[src/rtl/logic_reset_sequencer_if.sv]
// logic_reset_sequencer_if
//   Bundles the sequenced reset outputs of logic_reset_sequencer and, when
//   LOGIC_RESET_SEQUENCER_SW_RESET_EN is defined, the software reset handshake.
//   Ports carried:
//     reset_n       [OUTPUTS]  sequenced active-low resets, bit 0 released first
//     ready                    high once every reset_n bit is released
//     sw_reset_req             software reset request, level (macro only)
//     sw_reset_ack             software reset acknowledge, level (macro only)
//   Modports:
//     master  the sequencer side (drives resets, ready, ack)
//     slave   the consumer side (drives the software request)
interface logic_reset_sequencer_if #(
  parameter int OUTPUTS = 4
);

  logic [OUTPUTS-1:0] reset_n;
  logic               ready;

`ifdef LOGIC_RESET_SEQUENCER_SW_RESET_EN
  logic               sw_reset_req;
  logic               sw_reset_ack;

  modport master (
    output reset_n,
    output ready,
    output sw_reset_ack,
    input  sw_reset_req
  );

  modport slave (
    input  reset_n,
    input  ready,
    input  sw_reset_ack,
    output sw_reset_req
  );
`else
  modport master (
    output reset_n,
    output ready
  );

  modport slave (
    input  reset_n,
    input  ready
  );
`endif

endinterface

[src/rtl/logic_reset_sequencer.sv]
// logic_reset_sequencer
//   Takes the synchronized active-low system reset and releases OUTPUTS
//   downstream reset domains one after another: every domain is held for HOLD
//   cycles after areset_n de-asserts, then bit 0 is released, and each further
//   bit follows STEP cycles after the previous one. ready rises together with
//   the last bit. All outputs come straight from flops.
//   Optional feature macro: LOGIC_RESET_SEQUENCER_SW_RESET_EN adds a software
//   reset request/acknowledge pair that pulls every output low for at least
//   SW_HOLD cycles and then re-runs the whole release sequence.
//   Ports:
//     aclk      clock
//     areset_n  async active-low reset, de-assertion synchronous to aclk
//     bus       logic_reset_sequencer_if.master (reset_n, ready,
//               sw_reset_req, sw_reset_ack)
module logic_reset_sequencer #(
  parameter int OUTPUTS = 4,
  parameter int HOLD    = 16,
  parameter int STEP    = 8,
  parameter int SW_HOLD = 4
) (
  input  logic                      aclk,
  input  logic                      areset_n,
  logic_reset_sequencer_if.master   bus
);

  localparam int MAX_HS  = (HOLD > STEP) ? HOLD : STEP;
  localparam int MAX_ALL = (MAX_HS > SW_HOLD) ? MAX_HS : SW_HOLD;
  localparam int CNT_W   = $clog2(MAX_ALL + 1);
  localparam int IDX_W   = (OUTPUTS > 1) ? $clog2(OUTPUTS) : 1;

  localparam logic [CNT_W-1:0] HOLD_LAST = CNT_W'(HOLD - 1);
  localparam logic [CNT_W-1:0] STEP_LAST = CNT_W'(STEP - 1);
`ifdef LOGIC_RESET_SEQUENCER_SW_RESET_EN
  localparam logic [CNT_W-1:0] SW_LAST   = CNT_W'(SW_HOLD - 1);
`endif
  // Index value of the second-to-last bit: releasing the bit after it ends
  // the sequence. Clamped for the single-output case, where RELEASE is never
  // entered.
  localparam logic [IDX_W-1:0] PENULT_IDX = IDX_W'((OUTPUTS > 1) ? OUTPUTS - 2 : 0);

  typedef enum logic [1:0] {
    ST_HOLD,
    ST_RELEASE,
    ST_RUN
`ifdef LOGIC_RESET_SEQUENCER_SW_RESET_EN
    , ST_SW_ASSERT
`endif
  } state_t;

  state_t             state_q, state_d;
  logic [CNT_W-1:0]   count_q, count_d, count_inc;
  logic [IDX_W-1:0]   index_q, index_d;
  logic [OUTPUTS-1:0] rst_q, rst_d, release_mask;
  logic               ready_q, ready_d;
`ifdef LOGIC_RESET_SEQUENCER_SW_RESET_EN
  logic               ack_q, ack_d;
`endif

  // Counter never wraps; it parks at all-ones if it ever gets there.
  assign count_inc = (count_q == {CNT_W{1'b1}}) ? count_q : count_q + 1'b1;

  // One-hot mask for the bit that follows the most recently released one.
  always_comb begin
    release_mask = '0;
    for (int k = 0; k < OUTPUTS; k++) begin
      if (k == int'(index_q) + 1) begin
        release_mask[k] = 1'b1;
      end
    end
  end

  // State, counter, index and output registers. areset_n forces everything
  // back to the start of the hold phase at any moment.
  always_ff @(posedge aclk or negedge areset_n) begin
    if (!areset_n) begin
      state_q <= ST_HOLD;
      count_q <= '0;
      index_q <= '0;
      rst_q   <= '0;
      ready_q <= 1'b0;
`ifdef LOGIC_RESET_SEQUENCER_SW_RESET_EN
      ack_q   <= 1'b0;
`endif
    end else begin
      state_q <= state_d;
      count_q <= count_d;
      index_q <= index_d;
      rst_q   <= rst_d;
      ready_q <= ready_d;
`ifdef LOGIC_RESET_SEQUENCER_SW_RESET_EN
      ack_q   <= ack_d;
`endif
    end
  end

  // Next-state logic. Outputs only ever change by setting bits in rst_d, so
  // reset_n grows as a thermometer from bit 0 until a reset of some kind
  // clears it completely.
  always_comb begin
    state_d = state_q;
    count_d = count_q;
    index_d = index_q;
    rst_d   = rst_q;
    ready_d = ready_q;
`ifdef LOGIC_RESET_SEQUENCER_SW_RESET_EN
    ack_d   = ack_q;
`endif

    case (state_q)
      ST_HOLD: begin
        if (count_q == HOLD_LAST) begin
          rst_d[0] = 1'b1;
          count_d  = '0;
          if (OUTPUTS == 1) begin
            state_d = ST_RUN;
            ready_d = 1'b1;
          end else begin
            state_d = ST_RELEASE;
          end
        end else begin
          count_d = count_inc;
        end
      end

      ST_RELEASE: begin
        if (count_q == STEP_LAST) begin
          rst_d   = rst_q | release_mask;
          index_d = index_q + 1'b1;
          count_d = '0;
          if (index_q == PENULT_IDX) begin
            state_d = ST_RUN;
            ready_d = 1'b1;
          end
        end else begin
          count_d = count_inc;
        end
      end

      ST_RUN: begin
        rst_d   = '1;
        ready_d = 1'b1;
      end

`ifdef LOGIC_RESET_SEQUENCER_SW_RESET_EN
      // Ack latches once the minimum low time is met and holds until the
      // request goes away; a request that already dropped still gets its
      // one-cycle ack before the sequence restarts.
      ST_SW_ASSERT: begin
        if (ack_q && !bus.sw_reset_req) begin
          ack_d   = 1'b0;
          count_d = '0;
          state_d = ST_HOLD;
        end else if (count_q == SW_LAST) begin
          ack_d = 1'b1;
        end else begin
          count_d = count_inc;
        end
      end
`endif

      default: begin
        state_d = ST_HOLD;
        count_d = '0;
        index_d = '0;
        rst_d   = '0;
        ready_d = 1'b0;
      end
    endcase

`ifdef LOGIC_RESET_SEQUENCER_SW_RESET_EN
    // A request outranks any release due on the same edge. Outside
    // SW_ASSERT ack is always low, so a fresh request is only seen after the
    // previous acknowledge has been withdrawn.
    if ((state_q != ST_SW_ASSERT) && bus.sw_reset_req) begin
      state_d = ST_SW_ASSERT;
      count_d = '0;
      index_d = '0;
      rst_d   = '0;
      ready_d = 1'b0;
      ack_d   = 1'b0;
    end
`endif
  end

  assign bus.reset_n = rst_q;
  assign bus.ready   = ready_q;
`ifdef LOGIC_RESET_SEQUENCER_SW_RESET_EN
  assign bus.sw_reset_ack = ack_q;
`endif

endmodule

[src/flat_wrapper.sv]
// flat-port wrapper written by rule: the top's interface ports become plain ports
module logic_reset_sequencer_flat 
#(
  parameter int OUTPUTS = 4,
  parameter int HOLD    = 16,
  parameter int STEP    = 8,
  parameter int SW_HOLD = 4
)
  (aclk, areset_n, bus_reset_n, bus_ready);
  logic_reset_sequencer_if #(.OUTPUTS(OUTPUTS)) bus_i ();
  input  logic aclk;
  input  logic areset_n;
  output wire logic [$bits(bus_i.reset_n)-1:0] bus_reset_n;
  output wire logic [$bits(bus_i.ready)-1:0] bus_ready;
  assign bus_reset_n = bus_i.reset_n;
  assign bus_ready = bus_i.ready;
  logic_reset_sequencer #(.OUTPUTS(OUTPUTS), .HOLD(HOLD), .STEP(STEP), .SW_HOLD(SW_HOLD)) u_core (.aclk(aclk), .areset_n(areset_n), .bus(bus_i));
endmodule
[config.mk]
export PLATFORM = sky130hd
export DESIGN_NAME = logic_reset_sequencer_flat
export DESIGN_NICKNAME = d
export VERILOG_FILES = /design/src/rtl/logic_reset_sequencer_if.sv /design/src/rtl/logic_reset_sequencer.sv /design/src/flat_wrapper.sv
export SDC_FILE = /design/constraint.sdc
export NUM_CORES = 1
export LEC_CHECK = 0
export CORE_AREA = 5 5 60 62
export CTS_BUF_LIST = sky130_fd_sc_hd__clkbuf_8
export CTS_CLUSTER_SIZE = 8
export DETAILED_ROUTE_END_ITERATION = 8
export DIE_AREA = 0 0 65 67
export GPL_TIMING_DRIVEN = 0
export PLACE_DENSITY_LB_ADDON = 0.1
export SLEW_MARGIN = 40
export SYNTH_ARGS = -nofsm -noshare
export SYNTH_HDL_FRONTEND = slang
export SYNTH_SLANG_ARGS = --single-unit
[constraint.sdc]
create_clock -name aclk -period 2.5 [get_ports aclk]
set_clock_uncertainty 0.15 [all_clocks]
set_input_delay 0.75 -clock aclk [delete_from_list [all_inputs] [get_ports aclk]]
set_output_delay 0.75 -clock aclk [all_outputs]
set_load 0.05 [all_outputs]
Word level (Yosys, flattened, before mapping)
Cells that the tools add are included.
Widths: inputs -> output; s select.
Storage, ports and cells
  flip-flop bits (word level): 14
  input bits: 2
  output and inout bits: 5
  word-level logic and storage cells: 54
Cells by class
  add/subtract/negate cells: 3
  equality and inequality tests: 12
  muxes and demuxes: 21
  bitwise logic cells: 4
  reduce and logical (&&, ||, !) cells: 8
Operators by type and width (number)
  $eq 3x32->1 const A: 2
  $eq 2x32->1 const A: 1
  $logic_not 32->1: 1
  $mux 5: 3
  $pmux 5 s3: 1
  $pmux 3 s3: 1
  $mux 2: 4
  $mux 1: 7
  $ne 2x1->1 const B: 3
  $pmux 1 s3: 2
  $pmux 2 s3: 1
  $reduce_and 2->1: 3
  $add 5x1->5 const B: 1
  $eq 5x3->1 const B: 1
  $eq 5x4->1 const B: 1
  $eq 5x5->1 const B: 1
  $eq 2x2->1 const B: 2
  $mux 4: 1
  $or 4x4->4: 1
  $pmux 2 s2: 1
  $reduce_and 4->1: 1
  $add 2x1->3 const B: 1
  $not 1->1: 3
  $reduce_and 3->1: 1
  4 further kinds: 4

Depth between registers and ports, before layout
Gate-level depths: netlist of run 1.
  depth in word-level cells: 6
  gate-level depth with buffers: 6
  mapped depth without buffers: 6

Worst setup path before layout of run 1
No wires, ideal clock.
  kind: register to register
  start: register u_core.count_q[0]
  end: register u_core.count_q[0]
  setup time: 0.125 ns
  arrival: 1.394 ns
  data required time: 2.225 ns
  slack: 0.831 ns
  stages on the path, launching flop included: 6
  buffers on the path: 0
  clock period less this slack: 1.669 ns
  path through: dfrtp_1 -> ha_1 -> nand4bb_4 -> a22oi_4 -> o21ai_1 -> mux2_4
Between the ends
  cells in the longest elaborated chain, start to end: 4
  elaborated cells between the ends (all ways): 8
  those cells by class: add/sub: 1; eq/ne: 3; mux: 4
Ends and longest elaborated chain
  start: declaration: RTL line logic_reset_sequencer.sv:51  | logic [CNT_W-1:0] count_q, count_d, count_inc;
  start signal: assignment: RTL line logic_reset_sequencer.sv:86  | count_q <= count_d;
  $add 5x1->5 or $eq 5x5->1 (tied branches): RTL line logic_reset_sequencer.sv:60  | assign count_inc = (count_q == {CNT_W{1'b1}}) ? count_q : count_q + 1'b1;
  $mux 5: RTL line logic_reset_sequencer.sv:60
  $mux 5 (on tied branches): RTL line logic_reset_sequencer.sv:126, logic_reset_sequencer.sv:111
  $pmux 5 s3 *: RTL line logic_reset_sequencer.sv:109  | case (state_q)
Mark *: on every way between the ends. The rest lies on a longest branch, timed or not.
A chain may end at the register's enable or synchronous reset.

Worst setup path after layout of run 1
  start: register u_core.rst_q[1], in the netlist u_core.bus.reset_n[1]
  end: output port bus_reset_n[1]
RTL lines
  start: declaration: RTL line logic_reset_sequencer.sv:53  | logic [OUTPUTS-1:0] rst_q, rst_d, release_mask;
  start signal: assignment: RTL line logic_reset_sequencer.sv:88  | rst_q <= rst_d;
  end: declaration: RTL line flat_wrapper.sv:13  | output wire logic [$bits(bus_i.reset_n)-1:0] bus_reset_n;
No word-level cell between the ends.

==> results of run 1 <==
-- final timing paths --
path / startpoint / slack, ns / endpoint / cells after the start
max in group asynchronous: areset_n / 0.99 / u_core.state_q[0] / 1
min: u_core.bus.ready / 0.36 / u_core.bus.ready / 1
min reg2reg: u_core.bus.ready / 0.36 / u_core.bus.ready / 1
max: u_core.bus.reset_n[1] / 0.17 / bus_reset_n[1] / 1
min in group asynchronous: areset_n / 0.77 / u_core.count_q[2] / 1
max reg2reg: u_core.state_q[0] / 0.65 / u_core.index_q[0] / 6
-- state kept, by name (all words and copies together) (netlist names) --
| register | count |
|---|---|
| u_core.count_q | 5 |
| u_core.bus.reset_n | 4 |
| u_core.index_q | 2 |
| u_core.state_q | 2 |
| u_core.bus.ready | 1 |
-- stage by stage --
stage,instances,hold slack [ns],util [%]
finish,127,0.3606,35.00
detailed placement,123,0.3478,33.15
CTS,127,0.3676,35.00
global placement,123,0.3457,33.15
global route,127,0.3964,35.00
floorplan,84,0.3044,-
-- area by class of cell --
class | instances | area (um2) | share of cell area, %
Multi-Input combinational cell | 60 | 495.5 | 47.54
Inverter | 7 | 26.28 | 2.521
Timing Repair Buffer | 6 | 60.06 | 5.762
Buffer | 3 | 13.76 | 1.321
Tap cell | 33 | 41.29 | 3.962
Sequential cell | 14 | 350.3 | 33.61
Clock buffer | 4 | 55.05 | 5.282
-- report_power, final --
part / switching (uW) / internal (uW)
clock: 92.5 / 140
sequential: 0 / 227
combinational: 4.71 / 1.37
-- metal layers --
layer  global-route usage, %  routed length (um)  up-vias
met2                   16.09                 867        7
met3                   3.710                  69        4
met1                   11.34                 868      319
met5                       0                   0        -
met4                   3.958                  31        0
li1                        -                   -      327
-- synth_stat cells, types with 2 or more instances --
library cell / n
buf_2: 2
o21ai_0: 5
dfrtp_1: 14
inv_1: 7
a211oi_1: 2
o22ai_1: 2
ha_1: 10
nand2_1: 5
o21ai_1: 3
o22a_1: 3
nand3_1: 2
a21oi_1: 4
nor2_1: 3
-- cells by family (layout without fill, tap and decap cells) --
| group | after synthesis | after routing | share of synthesized area [%] |
|---|---|---|---|
| adder cells (fa/ha/maj) | 10 | 10 | 14.12 |
| AND/OR/NAND/NOR | 20 | 20 | 14.41 |
| flip-flops | 14 | 14 | 39.55 |
| multiplexers | 2 | 2 | 2.966 |
| AO/OA/AOI/OAI | 28 | 28 | 24.44 |
| buffers and inverters | 10 | 20 | 4.520 |
-- worst register-to-register path, stage by stage, from the launching register on --
cell	delay, ns
dfrtp_1	0.40
inv_1	0.08
ha_1	0.21
clkbuf_1	0.23
a211oi_1	0.48
nand3_1	0.12
o21ai_0	0.10
==> results.toml, run 1 <==
[floorplan]
die_h_um = 67
die_w_um = 65
core.rowCount = 20
core_um2 = 2978
die_area_um2 = 4355
initial_core_util_pct = 29.75
ioPinCount = 7

[placement]
place_congestion = 0.6995
portBuffers = 6
post-place-ws_ns = 0.4327
hpwl_um = 1316
post_dp_cell_area_um2 = 987.2

[setup_path]
cp-end-kind = "primary output"
slowest_delay_ns = 0.81
crit_arrival_ns = 1.43
critPathRequiredTime_ns = 1.60
startpoint_type = "flip-flop"
worstPathMaxFanout = 3
crit_chain = "clkdlybuf4s50_1"
path_delay_family = "buffers and inverters"
slowest_stage = "clkdlybuf4s50_1"
critPathKind = "flip-flop to primary output"
crit_buf_inv = 1

[clocking]
cts_buffer_depth = 2
post-cts-setup-buffers = 0
htree_levels = 1
clk_pin_slew_ns = 0.06
clock_sinks = 14
cts_hold_buffers = 0
cts_resized = 0
cts_tree = "yes"
insertion_delay_ns = 0.25
cts_buffers = 3
clock-root-buffer = "clkbuf_8"

[power]
powerDensity_nw_per_um2 = 446.1
p_leak_uw = 0.0004496
peakVddDrop_mv = 0.2803
power.total_uw = 465.0

[synth]
ys_seq_elements = 14
ys.flop_type = "dfrtp_1"
synth_area_leaders = "dfrtp_1, ha_1, nand4bb_4"
synth.distinct_cells = 35
avgSynthCellArea_um2 = 10.55
yosys_warnings = 0
async_flop_share_pct = 100.0
synth_edf_count = 0
seq_area_frac_synth_pct = 39.55
synth_area_um2 = 885.9
syn_nets = 96
synthCells = 84
synth.largest_area_cell = "dfrtp_1"
yosysTopAreaCellShare_pct = 39.55

[grt]
grt_overflow = 0
grt_max_degree = 15
antenna_found_initial = 0
grt_use_total_pct = 9.765
grt_pass1_vias = 649
grt_pass1_wl_um = 3098

[cells_and_area]
area_delta_synth_final_pct = 17.66
drive_above_1_share_pct = 17.02
final_common_cell = "dfrtp_1"
num-fill-cells = 310
num_antenna_cells = 0
nNetsFinal = 107
final_cell_mix = "dfrtp_1, ha_1, inv_1"
fin_area_um2 = 1042

[sta]
setup_viol = 0
rsz0062_at_grt = "no"
maxSlewHeadroom_pct = 53.45
worstMarginPinSlew_ns = 0.6961
min_period_ns = 2.333
maxSlewViolCount = 0
hold_viol = 0
tns_ns = 0
min_period_over_period_pct = 93.34
finalWorstSetupSlack_ns = 0.1666
timing.fmax_mhz = 428.6

[drt]
vias = 657
wirelength_um = 1837
ant_nets = 0
drc = 0
vias_per_cell = 5.173
dr.pass1.iters = 4
first_iter_violations = 13
wl_per_cell_um = 14.46

[status]
status = "completed"

[job]
drv_cap = 0

[min_path]
min_path_type = "flip-flop to flip-flop"
Note: power is estimated with default switching activity, not from simulation.
==> run 2, diff against run 1 <==
Settings changed: CTS_CLUSTER_SIZE 8 to not set, HOLD_SLACK_MARGIN set to 0.05.
==> results of run 2 <==
The final DEF is identical to that of run 1; final timing and power are the same.
==> run 3, diff against run 2 <==
Settings changed: GPL_TIMING_DRIVEN 0 to not set, SLEW_MARGIN 40 to not set.
==> run 3 against run 2 <==
Net effect: via count is the same; die area is the same; setup slack gained 0.010 ns; power shrank 9.8%; critical endpoint is now bus_reset_n[2]; largest power group is now sequential cells.
==> results.toml, run 3 (same netlist as run 1, synthesis figures left out) <==
[cells_and_area]
fin_cells = 125
largest-register = "u_core.count_q"
nNetsFinal = 106
area_delta_synth_final_pct = 16.24
largest_reg_flops = 5
final_cell_mix = "dfrtp_1, ha_1, inv_1"
num_antenna_cells = 0
final_common_cell = "dfrtp_1"
drive_above_1_share_pct = 16.30
num-fill-cells = 303

[sta]
maxSlewHeadroom_pct = 63.86
min_period_ns = 2.323
min_period_over_period_pct = 92.93
timing.fmax_mhz = 430.4
worstMarginPinSlew_ns = 0.5421
hold_viol = 0
setup_viol = 0
hold_ws_ns = 0.3597
maxSlewViolCount = 0
tns_ns = 0
rsz0062_at_grt = "no"

[placement]
dp_cells = 122
place_congestion = 0.7281
hpwl_um = 1306
portBuffers = 6

[floorplan]
core.rowCount = 20
die_h_um = 67
ioPinCount = 7
die_w_um = 65
initial_core_util_pct = 29.75
die_area_um2 = 4355
core_um2 = 2978

[clocking]
clk_pin_slew_ns = 0.06
cts_buffer_depth = 2
insertion_delay_ns = 0.24
cts_tree = "yes"
cts_hold_buffers = 0
cts_resized = 0
clock-root-buffer = "clkbuf_8"
cts_buffers = 3
post-cts-setup-buffers = 0
htree_levels = 1
clock_sinks = 14

[setup_path]
timing.reg2reg.setup_slack_ns = 0.50
startpoint_type = "flip-flop"
slowest_stage = "clkdlybuf4s50_1"
cp-end-kind = "primary output"
r2r-end = "u_core.state_q[0]"
crit_chain = "clkdlybuf4s50_1"
reg2reg_depth = 6
cp_num_cells = 1
critPathRequiredTime_ns = 1.60
worstPathMaxFanout = 3
slowest_delay_ns = 0.81
crit_buf_inv = 1
crit_arrival_ns = 1.42
critPathKind = "flip-flop to primary output"
path_delay_family = "buffers and inverters"
r2r-start = "u_core.state_q[1]"

[min_path]
hold_end = "u_core.bus.ready"
min_path_type = "flip-flop to flip-flop"
hp-start = "u_core.bus.ready"
min_path_cells = 1

[drt]
vias = 657
drc = 0
dr.pass1.iters = 5
wirelength_um = 1793
first_iter_violations = 21
wl_per_cell_um = 14.34
ant_nets = 0
vias_per_cell = 5.256

[power]
peakVddDrop_mv = 0.1943
internal-power_uw = 335.7
power_switching_uw = 83.94
p_sw_share_pct = 20.00
power.total_uw = 419.6
p_leak_uw = 0.0004390
comb_power_share_pct = 1.7
powerDensity_nw_per_um2 = 407.5
p_clk_share_pct = 44.3
seqPwrFrac_pct = 54.0

[grt]
grt_max_degree = 15
grt_pass1_wl_um = 3077
antenna_found_initial = 0
grt_use_total_pct = 9.437
grt_overflow = 0
grt_pass1_vias = 687

[status]
status = "completed"

[job]
drv_cap = 0
[run 3: cell count changes in the layout (fill, tap and decap cells not counted), sizes merged]
cell,delta
clkbuf,-2
[run 3: how the worst max path moves through the flow]
stage	start	end	slack, ns
after floorplan	u_core.count_q[0]	u_core.count_q[0]	0.83
after global placement	u_core.bus.reset_n[2]	bus_reset_n[2]	0.45
after detailed placement	u_core.bus.reset_n[2]	bus_reset_n[2]	0.43
after CTS	u_core.bus.reset_n[2]	bus_reset_n[2]	0.16
after global routing	u_core.bus.reset_n[2]	bus_reset_n[2]	0.13
final	u_core.bus.reset_n[2]	bus_reset_n[2]	0.18
[run 3: area by class of cell]
cell class                 instances  area, um2  area share [%]
tap                               33      41.29           4.010
sequential                        14      350.3           34.02
multi-input combinational         60      495.5           48.12
timing repair buffer               8      75.07           7.290
inverter                           7      26.28           2.552
clock buffer                       3      41.29           4.010
[run 3: metal layers]
layer / GRT usage [%] / vias to the layer above / wire length, um
met5: 0 / - / 0
met4: 4.749 / 0 / 31
met3: 2.698 / 4 / 50
met2: 15.71 / 9 / 836
met1: 11.01 / 319 / 874
li1: - / 325 / -
[run 3: power groups by stage]
| stage | registers [uW] | clock network, uW | logic, uW |
|---|---|---|---|
| after detailed placement | 231 | 0 | 7.80 |
| after global routing | 226 | 209 | 8.67 |
| after global placement | 231 | 0 | 7.74 |
| after CTS | 227 | 197 | 7.80 |
| final | 227 | 186 | 7.16 |
| after floorplan | 231 | 0 | 0.000241 |
[run 3: stage by stage]
stage	util (%)	worst slack, ns	instance area [um2]
global placement	33.19	0.4479	988.4
floorplan	-	0.8309	885.9
global route	34.58	0.1339	1030
CTS	34.58	0.1619	1030
detailed placement	33.19	0.4343	988.4
finish	34.58	0.1768	1030
